### src/rtl/load_store_unit_pkg.sv
// Shared definitions for the load/store unit: FSM state encoding, RV32I width
// codes and the width/alignment fault decode used at request acceptance.
package load_store_unit_pkg;

   typedef enum logic [2:0] {
      ST_IDLE  = 3'd0,
      ST_READ  = 3'd1,
      ST_WAIT  = 3'd2,
      ST_WRITE = 3'd3,
      ST_DONE  = 3'd4
   } lsu_state_t;

   localparam logic [2:0] F3_B  = 3'b000;
   localparam logic [2:0] F3_H  = 3'b001;
   localparam logic [2:0] F3_W  = 3'b010;
   localparam logic [2:0] F3_BU = 3'b100;
   localparam logic [2:0] F3_HU = 3'b101;

   // Unsigned widths exist only for loads; halfwords need even, words 4-aligned addresses.
   function automatic logic width_fault(input logic       wr_en,
                                        input logic [2:0] funct3,
                                        input logic [1:0] addr_lo);
      logic bad;
      case (funct3)
         F3_B:    bad = 1'b0;
         F3_H:    bad = addr_lo[0];
         F3_W:    bad = (addr_lo != 2'b00);
         F3_BU:   bad = wr_en;
         F3_HU:   bad = wr_en | addr_lo[0];
         default: bad = 1'b1;
      endcase
      return bad;
   endfunction

endpackage

### src/rtl/lsu_lane_align.sv
// Little-endian lane handling: load extraction/extension and SB/SH merge.
// Purely combinational, zero latency, no flow control.
module lsu_lane_align
   import load_store_unit_pkg::*;
(
   input  logic [2:0]  funct3,
   input  logic [1:0]  byte_off,
   input  logic [31:0] mem_word,
   input  logic [15:0] store_data,
   output logic [31:0] load_data,
   output logic [31:0] merge_data
);

   logic [7:0]  lane_b;
   logic [15:0] lane_h;

   always_comb begin
      case (byte_off)
         2'd0:    lane_b = mem_word[7:0];
         2'd1:    lane_b = mem_word[15:8];
         2'd2:    lane_b = mem_word[23:16];
         default: lane_b = mem_word[31:24];
      endcase
      lane_h = byte_off[1] ? mem_word[31:16] : mem_word[15:0];

      case (funct3)
         F3_B:    load_data = {{24{lane_b[7]}}, lane_b};
         F3_H:    load_data = {{16{lane_h[15]}}, lane_h};
         F3_BU:   load_data = {24'h0, lane_b};
         F3_HU:   load_data = {16'h0, lane_h};
         default: load_data = mem_word;
      endcase

      // Only SB/SH reach the merge path, so funct3[0] alone picks byte vs halfword.
      merge_data = mem_word;
      if (funct3[1:0] == 2'b00) begin
         case (byte_off)
            2'd0:    merge_data[7:0]   = store_data[7:0];
            2'd1:    merge_data[15:8]  = store_data[7:0];
            2'd2:    merge_data[23:16] = store_data[7:0];
            default: merge_data[31:24] = store_data[7:0];
         endcase
      end else if (byte_off[1]) begin
         merge_data[31:16] = store_data;
      end else begin
         merge_data[15:0] = store_data;
      end
   end

endmodule

### src/rtl/load_store_unit.sv
// RV32I load/store unit against a 1-cycle word memory; done 1/2/3/4 cycles after accept
// (fault/SW/load/SB-SH). One access in flight: o_Ready low while busy, requests then dropped.
module load_store_unit
   import load_store_unit_pkg::*;
#(
   parameter int MEM_WORDS = 1024
) (
   input  logic        i_Clk,
   input  logic        i_Rst,
   input  logic        i_Req,
   input  logic        i_WrEn,
   input  logic [2:0]  i_Funct3,
   input  logic [31:0] i_Addr,
   input  logic [31:0] i_WData,
   output logic        o_Ready,
   output logic        o_Done,
   output logic [31:0] o_RData,
   output logic        o_Fault,
   output logic        o_MemReadEn,
   output logic        o_MemWriteEn,
   output logic [31:0] o_MemAddrRead,
   output logic [31:0] o_MemAddrWrite,
   output logic [31:0] o_MemDataWrite,
   input  logic [31:0] i_MemAddrRead,
   input  logic [31:0] i_MemDataRead
);

   lsu_state_t  state;
   logic        wr_en_q;
   logic [2:0]  funct3_q;
   logic [31:0] addr_q;
   logic [15:0] wdata_q;
   logic        ready_q;
   logic        done_q;
   logic        fault_q;
   logic [31:0] rdata_q;
   logic        rd_en_q;
   logic        wr_en_mem_q;
   logic [31:0] rd_addr_q;
   logic [31:0] wr_addr_q;
   logic [31:0] wr_data_q;

   logic [31:0] req_idx;
   logic [31:0] word_idx;
   logic        req_fault;
   logic [31:0] load_data;
   logic [31:0] merge_data;

   assign req_idx   = {2'b00, i_Addr[31:2]};
   assign word_idx  = {2'b00, addr_q[31:2]};
   assign req_fault = width_fault(i_WrEn, i_Funct3, i_Addr[1:0]) || (req_idx >= 32'(MEM_WORDS));

   lsu_lane_align u_align (
      .funct3     (funct3_q),
      .byte_off   (addr_q[1:0]),
      .mem_word   (i_MemDataRead),
      .store_data (wdata_q),
      .load_data  (load_data),
      .merge_data (merge_data)
   );

   // Reset gates the strobes immediately so an RMW cut short never writes.
   assign o_Ready        = ready_q & ~i_Rst;
   assign o_Done         = done_q;
   assign o_Fault        = fault_q;
   assign o_RData        = rdata_q;
   assign o_MemReadEn    = rd_en_q & ~i_Rst;
   assign o_MemWriteEn   = wr_en_mem_q & ~i_Rst;
   assign o_MemAddrRead  = i_Rst ? 32'h0 : rd_addr_q;
   assign o_MemAddrWrite = i_Rst ? 32'h0 : wr_addr_q;
   assign o_MemDataWrite = i_Rst ? 32'h0 : wr_data_q;

   always_ff @(posedge i_Clk) begin
      if (i_Rst) begin
         state       <= ST_IDLE;
         wr_en_q     <= 1'b0;
         funct3_q    <= 3'b000;
         addr_q      <= 32'h0;
         wdata_q     <= 16'h0;
         ready_q     <= 1'b1;
         done_q      <= 1'b0;
         fault_q     <= 1'b0;
         rdata_q     <= 32'h0;
         rd_en_q     <= 1'b0;
         wr_en_mem_q <= 1'b0;
         rd_addr_q   <= 32'h0;
         wr_addr_q   <= 32'h0;
         wr_data_q   <= 32'h0;
      end else begin
         done_q      <= 1'b0;
         fault_q     <= 1'b0;
         rd_en_q     <= 1'b0;
         wr_en_mem_q <= 1'b0;
         rd_addr_q   <= 32'h0;
         wr_addr_q   <= 32'h0;
         wr_data_q   <= 32'h0;
         case (state)
            ST_IDLE: begin
               if (i_Req) begin
                  wr_en_q  <= i_WrEn;
                  funct3_q <= i_Funct3;
                  addr_q   <= i_Addr;
                  wdata_q  <= i_WData[15:0];
                  ready_q  <= 1'b0;
                  if (req_fault) begin
                     state   <= ST_DONE;
                     done_q  <= 1'b1;
                     fault_q <= 1'b1;
                     rdata_q <= 32'h0;
                  end else if (i_WrEn && (i_Funct3 == F3_W)) begin
                     state       <= ST_WRITE;
                     wr_en_mem_q <= 1'b1;
                     wr_addr_q   <= req_idx;
                     wr_data_q   <= i_WData;
                  end else begin
                     state     <= ST_READ;
                     rd_en_q   <= 1'b1;
                     rd_addr_q <= req_idx;
                  end
               end
            end
            ST_READ: state <= ST_WAIT;
            ST_WAIT: begin
               if (i_MemAddrRead != word_idx) begin
                  state   <= ST_DONE;
                  done_q  <= 1'b1;
                  fault_q <= 1'b1;
                  rdata_q <= 32'h0;
               end else if (!wr_en_q) begin
                  state   <= ST_DONE;
                  done_q  <= 1'b1;
                  rdata_q <= load_data;
               end else begin
                  state       <= ST_WRITE;
                  wr_en_mem_q <= 1'b1;
                  wr_addr_q   <= word_idx;
                  wr_data_q   <= merge_data;
               end
            end
            ST_WRITE: begin
               state   <= ST_DONE;
               done_q  <= 1'b1;
               rdata_q <= 32'h0;
            end
            ST_DONE: begin
               state   <= ST_IDLE;
               ready_q <= 1'b1;
            end
            default: begin
               state   <= ST_IDLE;
               ready_q <= 1'b1;
            end
         endcase
      end
   end

endmodule

### config.mk
export PLATFORM = sky130hd
export DESIGN_NAME = load_store_unit
export DESIGN_NICKNAME = d
export VERILOG_FILES = /design/src/rtl/load_store_unit_pkg.sv /design/src/rtl/lsu_lane_align.sv /design/src/rtl/load_store_unit.sv
export SDC_FILE = /design/constraint.sdc
export NUM_CORES = 1
export LEC_CHECK = 0
export CORE_UTILIZATION = 47
export CTS_BUF_LIST = sky130_fd_sc_hd__clkbuf_4 sky130_fd_sc_hd__clkbuf_8
export CTS_CLUSTER_DIAMETER = 150
export DETAILED_ROUTE_END_ITERATION = 16
export PLACE_DENSITY = 0.85
export SLEW_MARGIN = 20
export SYNTH_ARGS = -nofsm -noshare
export SYNTH_HDL_FRONTEND = slang
export SYNTH_SLANG_ARGS = --single-unit
### constraint.sdc
create_clock -name i_Clk -period 2.3 [get_ports i_Clk]
set_input_delay 0.46 -clock i_Clk [delete_from_list [all_inputs] [get_ports i_Clk]]
set_output_delay 0.46 -clock i_Clk [all_outputs]
set_load 0.05 [all_outputs]
==> results of run 1 <==
[report_power, final]
group          switching (µW)  internal (µW)  total, µW
Sequential               63.8           3260       3320
Clock                    1180            860       2040
Combinational             562            483       1040
[routing by layer]
layer / up-vias / GRT usage [%] / share of wire, %
li1: 3649 / - / -
met1: 3472 / 37.4 / 42
met2: 381 / 42.5 / 45
met3: 78 / 6.62 / 8.5
met4: 0 / 14.7 / 4.3
met5: - / 0 / 0
[critical path, cell delays in order]
cell and delay [ps]:
clkdlybuf4s50_1 410, or4_1 600, a2111oi_4 400, buf_4 210, a21oi_1 60, or3_1 320, a21oi_1 130
[stage by stage]
step,hold WS [ps],setup TNS (ps)
floorplan,415,0
global placement,442,-39710
detailed placement,438,-42830
CTS,225,0
global route,248,0
finish,253,0
[layout by cell type (no fill, tap or decap), drive strengths merged, types with 2 or more instances in the layout]
cell and count:
nor4 10, nor3b 2, mux2i 17, conb 24, clkinv 7, nor2 24, buf 143, nand3 4
a22o 10, o22a 2, and2 29, a2bb2o 7, nand4 8, a221oi 8, nor3 6, nand2b 33
and4 2, nor2b 104, a21o 7, o21a 2, xnor2 9, a2111oi 2, nand2 151, clkinvlp 2
a211oi 3, o22ai 46, dfxtp 184, a21oi 91, xor2 19, clkdlybuf4s50 167, clkbuf 21, inv 7
or3 4, o21ai 43
[timing repair]
action | CTS | global route
endpoints found under the setup margin | 2 | 85
resized for setup | 1 | 4
pin swaps | 0 | 1
setup buffers | 0 | 0
[layout make-up]
type                    count  area [µm²]  share of cell area [%]
well taps                 216         270                    2.44
repair buffers            310        2820                    25.4
diodes                      1        2.50                  0.0226
clock buffers              21         283                    2.55
clock inverters            11        90.1                   0.813
flip-flops and latches    184        3680                    33.2
multi-input cells         677        3910                    35.3
inverters                   5        18.8                   0.169
[final timing paths]
| kind | startpoint | to | slack (ps) | cells after the start |
|---|---|---|---|---|
| setup / recovery | i_Addr[23] | state[1]$_SDFFE_PP0N_ | 110 | 7 |
| hold / removal | i_Rst | wr_en_q$_SDFFE_PP0P_ | 250 | 2 |
| setup reg to reg | addr_q[10]$_SDFFE_PP0P_ | o_RData[3]$_SDFFE_PP0P_ | 170 | 8 |
| hold reg to reg | ready_q$_SDFFE_PP1P_ | ready_q$_SDFFE_PP1P_ | 460 | 2 |
[kinds of logic after synthesis]
| logic type | count (synthesis) |
|---|---|
| simple gates | 382 |
| other cells | 1 |
| buf+inv | 73 |
| compound gates | 225 |
| xor+xnor | 28 |
| flops | 184 |
| mux | 18 |
[registers in the layout, summed over array words and instances, names as in the netlist]
register	cells
wr_en_mem_q	1
wr_en_q	1
o_Fault	1
o_Done	1
funct3_q	3
wdata_q	16
wr_data_q	32
ready_q	1
rd_en_q	1
wr_addr_q	30
rd_addr_q	30
state	3
o_RData	32
addr_q	32
==> impl_metrics.csv, run 1 <==
group,metric,value,unit
sta,setup_repair_after_global_routing_missed_its_margin,"no",
sta,maxClockFrequency,0.456,GHz
cells_and_area,fillCellCount,1309,
placed_design,dp.cells,1392,
synthesis,ys.flop_type,"dfxtp_1",
route,route.vias.total,7580,
outcome,status,"complete, no violations",
power_and_ir_drop,pwr_density_cell,578,mW/mm²
route,detailedRoute.firstIterationViolations,689,
route,detail_route.vias_per_cell,5.32,
synthesis,post_synth_inst_count,911,
synthesis,synth-edff-count,0,
global_route,first_pass_grt_wire_length,36100,µm
clocking,clk_path_buf_depth,2,
hold_path,worst_hold_path_type,"in -> reg",
placed_design,dp_slack,-506,ps
power_and_ir_drop,power.ir.vdd_worst,0.428,mV
synthesis,flops_latches_synth,184,
synthesis,seq_area_frac_synth,47.1,%
route,finalWirelength,24400,µm
sta,finalWorstPathRequiredPeriod,2190,ps
job,max_cap_violations,0,
power_and_ir_drop,total_leakage_power,0.00450,µW
cells_and_area,drive_gt1_share,15.6,%
clocking,num_cts_buffers,17,
sta,clock_skew,18.6,ps
synthesis,synthAdderAreaFrac,0,%
sta,worst-slew-pin-transition,778,ps
route,first_pass_iters,5,
synthesis,synth-xor-area-share,3.13,%
synthesis,yosys-top-cells-area,"dfxtp_1, nor2b_1, nand2_1, a21oi_1, o22ai_1",
global_route,grt.overflow.total,0,
clocking,holdBufCountCts,0,
route,remaining_drc_errors,0,
cells_and_area,finish.net_count,1330,
die,initial_core_util,48.7,%
sta,worst_slew_margin_rel,47.7,%
clocking,tritoncts_sink_count,184,
route,detail_route.wl_per_cell,17.1,µm
worst_setup_path,worst_setup_path_end_kind,"flop",
cells_and_area,areaGrowthSynthToFinish,41.6,%
synthesis,synth-warning-count,0,
synthesis,share_of_the_synthesized_area_in_compound_gates_ao_oa_aoi_oai,17.6,%
global_route,grt_max_degree,112,
sta,postLayoutSetupSlackWorst,109,ps
synthesis,post_synth_mux_area_share,2.32,%
global_route,grt_total_usage,28.1,%
clocking,htree_num_levels,4,
die,die_height,131,µm
clocking,clk_transition_reported_paths,90,ps
synthesis,synth.cell_area,0.00783,mm²
die,die_area,0.0172,mm²
worst_setup_path,critPathRequiredTime,2700,ps
sta,slew_viol_final,0,
power_and_ir_drop,design_power_total,6410,µW
sta,timing.final.setup_violations,0,
route,ant_nets,0,
synthesis,synthSimpleGateAreaFrac,25.3,%
synthesis,syn_area_per_cell,8.59,µm²
global_route,first_global_vias,6785,
synthesis,synth_top_family_by_area,"simple AND/OR/NAND/NOR gates",
sta,finalHoldViolations,0,
worst_setup_path,crit_path_max_fanout,5,
synthesis,synth_most_common_cell,"dfxtp_1",
cells_and_area,postLayoutCellArea,0.0111,mm²
die,core_area,0.0161,mm²
clocking,tritoncts_clock_tree,"built",
worst_setup_path,arrival,2590,ps
worst_setup_path,setup.worst_path.class,"in -> reg",
placed_design,dp_hpwl,18000,µm
die,top_ports,268,
synthesis,ys_async_sr_fraction,0,%
cells_and_area,final_core_utilization,69.0,%
synthesis,synth_largest_type_area_fraction,47.1,%
synthesis,synth_common_cells,"dfxtp_1, nand2_1, nor2b_1",
sta,finalCritPeriodShare,95.3,%
worst_setup_path,category_of_the_worst_setup_path_launch_point,"input pin",
die,placementRows,46,
placed_design,buffer_ports.inserted,263,
placed_design,gp_routability_congestion,0.922,
die,x_dimension_of_the_die,131,µm
placed_design,placement.cell_area,0.0107,mm²
synthesis,yosys.cell_types.count,49,
clocking,cts_root_buf,"clkbuf_8",
cells_and_area,stdcell_count,1425,
global_route,grt_antenna_before_repair,1,
clocking,clock_insertion_delay_worst_skew,470,ps
synthesis,cell_taking_the_most_area_after_synthesis,"dfxtp_1",
Power figures use the tool's default switching activity.
==> run 2, diff against run 1 <==
--- a/config.mk
+++ b/config.mk
@@ -9,6 +9,7 @@
 export CTS_BUF_LIST = sky130_fd_sc_hd__clkbuf_4 sky130_fd_sc_hd__clkbuf_8
 export CTS_CLUSTER_DIAMETER = 150
 export DETAILED_ROUTE_END_ITERATION = 16
+export MAX_ROUTING_LAYER = met4
 export PLACE_DENSITY = 0.85
 export SLEW_MARGIN = 20
 export SYNTH_ARGS = -nofsm -noshare
==> impl_metrics.csv, run 2 (synthesized netlist as in run 1, its figures left out) <==
group,metric,value,unit
outcome,status,"complete, no violations",
cells_and_area,drive_gt1_share,15.8,%
sta,setup_repair_after_global_routing_missed_its_margin,"no",
route,wl_met2,11300,µm
route,route.top_layer_used,"met4",
route,detail_route.vias_per_cell,5.29,
sta,clock_skew,12.3,ps
global_route,grt_total_usage,29.0,%
clocking,num_cts_buffers,17,
global_route,grt.overflow.total,0,
die,die_area,0.0172,mm²
sta,fin_tns_setup,0,ps
clocking,clock_insertion_delay_worst_skew,470,ps
cells_and_area,postLayoutCellArea,0.0112,mm²
placed_design,dp_hpwl,18000,µm
clocking,tritoncts_sink_count,184,
route,detailedRoute.firstIterationViolations,585,
placed_design,gp_routability_congestion,0.921,
worst_setup_path,cp_common_cell,"buf_4",
die,die_height,131,µm
cells_and_area,final_cell_mix,"dfxtp_1, clkdlybuf4s50_1, nand2_1, buf_4, nor2b_1",
die,placementRows,46,
sta,fin_hold_ws,403,ps
clocking,cts_root_buf,"clkbuf_8",
route,route.layer.met1.wl,10700,µm
worst_setup_path,crit_path_cell_trace,"clkdlybuf4s50_1, nor4_2, buf_4, nand4_1, a2111oi_4, buf_4, nor3_1, nor3b_2, a211oi_1",
route,finalWirelength,24800,µm
route,routed-wl-met3,1760,µm
power_and_ir_drop,design_power_total,6720,µW
hold_path,worst_hold_path_type,"in -> reg",
power_and_ir_drop,power.ir.vdd_worst,0.396,mV
clocking,clk_transition_reported_paths,100,ps
placed_design,placement.cell_area,0.0107,mm²
sta,finalHoldViolations,0,
worst_setup_path,timing.critical_path.max_delay_family,"buffers and inverters",
worst_setup_path,worst_setup_path_end_kind,"flop",
cells_and_area,mostFrequentLayoutCell,"dfxtp_1",
clocking,htree_num_levels,4,
job,max_cap_violations,0,
cells_and_area,areaGrowthSynthToFinish,43.1,%
power_and_ir_drop,total_leakage_power,0.00457,µW
placed_design,buffer_ports.inserted,263,
worst_setup_path,critPathMaxStageDelay,450,ps
clocking,clk_path_buf_depth,2,
sta,maxClockFrequency,0.457,GHz
route,detail_route.wl_per_cell,17.4,µm
worst_setup_path,crit_path_top_delay_cell,"clkdlybuf4s50_1",
route,first_pass_iters,7,
worst_setup_path,critical_path_buf_inv_count,3,
sta,finalCritPeriodShare,95.2,%
sta,finalWorstPathRequiredPeriod,2190,ps
worst_setup_path,category_of_the_worst_setup_path_launch_point,"input pin",
sta,timing.final.setup_violations,0,
cells_and_area,final_core_utilization,69.7,%
sta,slew_viol_final,0,
sta,worst_slew_margin_rel,25.9,%
cells_and_area,finish.net_count,1333,
route,remaining_drc_errors,0,
global_route,first_pass_grt_wire_length,36300,µm
global_route,grt_antenna_before_repair,1,
die,x_dimension_of_the_die,131,µm
worst_setup_path,setup.worst_path.class,"in -> reg",
worst_setup_path,crit_path_max_fanout,5,
route,ant_nets,0,
die,initial_core_util,48.7,%
die,core_area,0.0161,mm²
power_and_ir_drop,pwr_density_cell,600,mW/mm²
global_route,grt_max_degree,57,
sta,worst-slew-pin-transition,1100,ps
route,route.vias.total,7548,
global_route,first_global_vias,6764,
worst_setup_path,arrival,2520,ps
clocking,tritoncts_clock_tree,"built",
die,top_ports,268,
worst_setup_path,critPathRequiredTime,2640,ps
cells_and_area,fillCellCount,1264,
run 2: cell count changes in the layout (fill, tap and decap cells not counted), moves of 2 or more:
cell,delta
buf_12,+3
buf_4,-2
bufinv_16,+2
clkbuf_8,-2
clkinv_4,-4
inv_6,+2
inv_8,+5
nor4_1,+2
run 2: final cells by class:
cell class / count / area [µm²] / area share [%]
Multi-Input combinational cell: 677 / 3900 / 34.8
Antenna cell: 1 / 2.50 / 0.0223
Inverter: 5 / 18.8 / 0.168
Sequential cell: 184 / 3680 / 32.9
Timing Repair Buffer: 313 / 2900 / 25.9
Tap cell: 216 / 270 / 2.41
Clock inverter: 14 / 176 / 1.58
Clock buffer: 18 / 248 / 2.21
run 2: final timing paths:
check,from,depth (start not counted),endpoint,slack (ps)
setup reg to reg,addr_q[2]$_SDFFE_PP0P_,9,o_RData[12]$_SDFFE_PP0P_,210
hold reg to reg,addr_q[3]$_SDFFE_PP0P_,2,addr_q[3]$_SDFFE_PP0P_,470
setup / recovery,i_Addr[18],9,o_Done$_SDFF_PP0_,110
hold / removal,i_Rst,2,addr_q[29]$_SDFFE_PP0P_,400
run 2: report_power, final:
group | total, µW | internal [µW] | switching (µW)
sequential | 3320 | 3260 | 63.8
combinational | 1060 | 491 | 567
clock | 2340 | 1050 | 1290
run 2: what timing repair did:
item,4_1_cts,5_1_grt
setup buffers,0,2
cloned,0,1
hold buffers,0,0
endpoints found under the setup margin,34,76
resized for setup,1,5
pin swaps,0,1
run 2: per-stage QoR:
step                std cells  setup WS [ps]
global route             1428           4.15
global placement         1392           -465
CTS                      1424           14.7
floorplan                 934            105
finish                   1428            111
detailed placement       1392           -503
run 2: layer usage:
metal	GRT usage, %	vias to the layer above
met5	-	-
met2	43.5	345
li1	-	3659
met1	38.4	3483
met4	13.7	0
met3	4.50	61
==> run 3, diff against run 2 <==
--- a/config.mk
+++ b/config.mk
@@ -5,12 +5,12 @@
 export SDC_FILE = /design/constraint.sdc
 export NUM_CORES = 1
 export LEC_CHECK = 0
-export CORE_UTILIZATION = 47
+export CORE_UTILIZATION = 25
 export CTS_BUF_LIST = sky130_fd_sc_hd__clkbuf_4 sky130_fd_sc_hd__clkbuf_8
 export CTS_CLUSTER_DIAMETER = 150
 export DETAILED_ROUTE_END_ITERATION = 16
 export MAX_ROUTING_LAYER = met4
-export PLACE_DENSITY = 0.85
+export PLACE_DENSITY = 0.52
 export SLEW_MARGIN = 20
 export SYNTH_ARGS = -nofsm -noshare
 export SYNTH_HDL_FRONTEND = slang
==> impl_metrics.csv, run 3 (synthesized netlist as in run 1, its figures left out) <==
group,metric,value,unit
power_and_ir_drop,pwr_density_cell,570,mW/mm²
die,top_ports,268,
power_and_ir_drop,total_leakage_power,0.00467,µW
clocking,tritoncts_clock_tree,"built",
sta,finalHoldViolations,0,
die,die_height,179,µm
power_and_ir_drop,swShare,28.6,%
die,initial_core_util,25.5,%
worst_setup_path,category_of_the_worst_setup_path_launch_point,"input pin",
hold_path,worst_hold_path_depth,2,
die,placementRows,64,
die,core_area,0.0307,mm²
cells_and_area,drive_gt1_share,17.5,%
worst_setup_path,reg2reg_to,"o_RData[20]$_SDFFE_PP0P_",
worst_setup_path,critPathMaxStageDelay,580,ps
global_route,first_pass_grt_wire_length,42100,µm
die,x_dimension_of_the_die,179,µm
worst_setup_path,timing.critical_path.from,"i_Addr[23]",
outcome,status,"complete, no violations",
clocking,clock_insertion_delay_worst_skew,470,ps
route,routed-wl-met3,1730,µm
power_and_ir_drop,share_comb_of_total_power,16.6,%
global_route,grt_total_usage,18.1,%
worst_setup_path,reg2reg_setup_slack,190,ps
sta,worst_slew_margin_rel,57.4,%
worst_setup_path,crit_path_cell_trace,"clkdlybuf4s50_1, or4_4, a2111oi_4, buf_4, a21oi_1, or3_1, a21oi_1",
hold_path,hold_start,"i_Rst",
clocking,htree_num_levels,4,
cells_and_area,mostFrequentLayoutCell,"dfxtp_1",
worst_setup_path,crit_path_max_fanout,6,
global_route,grt_antenna_before_repair,1,
worst_setup_path,timing.critical_path.max_delay_family,"simple AND/OR/NAND/NOR gates",
clocking,clk_transition_reported_paths,100,ps
placed_design,gp_routability_congestion,0.883,
power_and_ir_drop,p_sw,1910,µW
clocking,num_cts_buffers,17,
worst_setup_path,worst_setup_path_end_kind,"flop",
clocking,cts_root_buf,"clkbuf_8",
sta,clock_skew,22.2,ps
global_route,grt_max_degree,44,
sta,postLayoutSetupSlackWorst,64.3,ps
cells_and_area,areaGrowthSynthToFinish,49.3,%
route,wl_met2,13100,µm
clocking,clk_path_buf_depth,2,
sta,fin_tns_setup,0,ps
power_and_ir_drop,power.ir.vdd_worst,0.269,mV
power_and_ir_drop,fraction_of_power_consumed_by_sequential_logic,50.0,%
route,first_pass_iters,5,
job,max_cap_violations,0,
cells_and_area,final_cell_mix,"dfxtp_1, clkdlybuf4s50_1, nand2_1, buf_4, nor2b_1",
route,finalWirelength,28700,µm
worst_setup_path,setup.worst_path.class,"in -> reg",
worst_setup_path,crit_path_top_delay_cell,"or4_4",
clocking,post_cts_repair_setup_buffers,0,
sta,worst-slew-pin-transition,633,ps
worst_setup_path,arrival,2620,ps
placed_design,dp_slack,-575,ps
worst_setup_path,reg2reg_from,"addr_q[2]$_SDFFE_PP0P_",
placed_design,buffer_ports.inserted,263,
hold_path,worst_hold_path_type,"in -> reg",
route,detailedRoute.firstIterationViolations,506,
route,detail_route.vias_per_cell,4.53,
clocking,tritoncts_sink_count,184,
cells_and_area,fillCellCount,3214,
worst_setup_path,cp_common_cell,"a21oi_1",
sta,finalWorstPathRequiredPeriod,2240,ps
cells_and_area,finish.net_count,1354,
power_and_ir_drop,cellInternalPower,4760,µW
global_route,first_global_vias,7062,
placed_design,dp_hpwl,21700,µm
sta,timing.final.setup_violations,0,
route,detail_route.wl_per_cell,17.6,µm
clocking,holdBufCountCts,0,
route,ant_nets,0,
sta,slew_viol_final,0,
route,remaining_drc_errors,0,
route,route.top_layer_used,"met4",
route,route.vias.total,7379,
route,route.layer.met1.wl,13500,µm
power_and_ir_drop,power.share.clock,33.4,%
global_route,grt.overflow.total,0,
worst_setup_path,critical_path_buf_inv_count,2,
worst_setup_path,ff2ff_path_depth,9,
sta,finalCritPeriodShare,97.2,%
die,die_area,0.0320,mm²
hold_path,min_delay_worst_endpoint,"addr_q[11]$_SDFFE_PP0P_",
worst_setup_path,critPathRequiredTime,2690,ps
sta,maxClockFrequency,0.447,GHz
-- run 3: cell count changes in the layout (fill, tap and decap cells not counted), moves of 2 or more --
cell      before  now
buf_12         9   19
inv_6          4    1
inv_8          5    1
clkinv_4       2    5
buf_4        135  147
clkbuf_8      18   20
-- run 3: area by class of cell --
cell class / count / area [µm²] / area share [%]
multi-input combinational: 677 / 3920 / 33.5
sequential: 184 / 3680 / 31.5
timing repair buffer: 334 / 3170 / 27.1
tap: 396 / 495 / 4.24
clock buffer: 21 / 283 / 2.42
clock inverter: 11 / 114 / 0.974
inverter: 5 / 18.8 / 0.161
antenna: 2 / 5.00 / 0.0428
-- run 3: worst max path at each step --
stage                                          end  slack, ps  depth (start not counted)
after global placement     rd_addr_q[2]$_SDFF_PP0_       -570                          8
after global routing      o_RData[10]$_SDFFE_PP0P_         -8                         10
final                        state[1]$_SDFFE_PP0N_         60                          7
after detailed placement  wr_data_q[29]$_SDFF_PP0_       -570                          9
after CTS                  rd_addr_q[9]$_SDFF_PP0_          7                          8
after floorplan                  o_MemAddrRead[11]        110                          4
-- run 3: power by group through the flow --
stage,sequential (µW),combinational (µW),clock [µW]
global placement,3400,1100,0
global route,3340,1190,2440
finish,3330,1110,2230
detailed placement,3400,1090,0
CTS,3330,1100,2310
floorplan,3380,545,0
-- run 3: worst reg2reg max path: stages, from the launching register on --
cell and delay [ps]:
dfxtp_1 370, xor2_1 180, nor4_1 270, buf_4 170
nand4_1 160, nor3_4 230, buf_4 170, a31oi_2 110
buf_12 190, o22ai_1 200
-- run 3: metal layers --
| metal | global-route usage [%] | vias up |
|---|---|---|
| li1 | - | 3690 |
| met1 | 24.4 | 3419 |
| met2 | 27.1 | 249 |
| met3 | 4.05 | 21 |
| met4 | 4.94 | 0 |
| met5 | - | - |
-- run 3: per-stage QoR --
step	hold slack (ps)	util, %	std cells	total power, µW	area (µm²)
finish	392	38.1	1630	6670	11700
global route	383	38.1	1629	6980	11700
CTS	369	38.0	1628	6740	11600
detailed placement	440	36.7	1596	4500	11200
global placement	433	36.7	1596	4500	11200
floorplan	415	-	934	3920	7910
-- run 3: timing repair --
action / CTS / global route
gates cloned: 0 / 0
gates resized for setup: 1 / 8
pin swaps: 0 / 2
setup endpoints to repair: 79 / 103
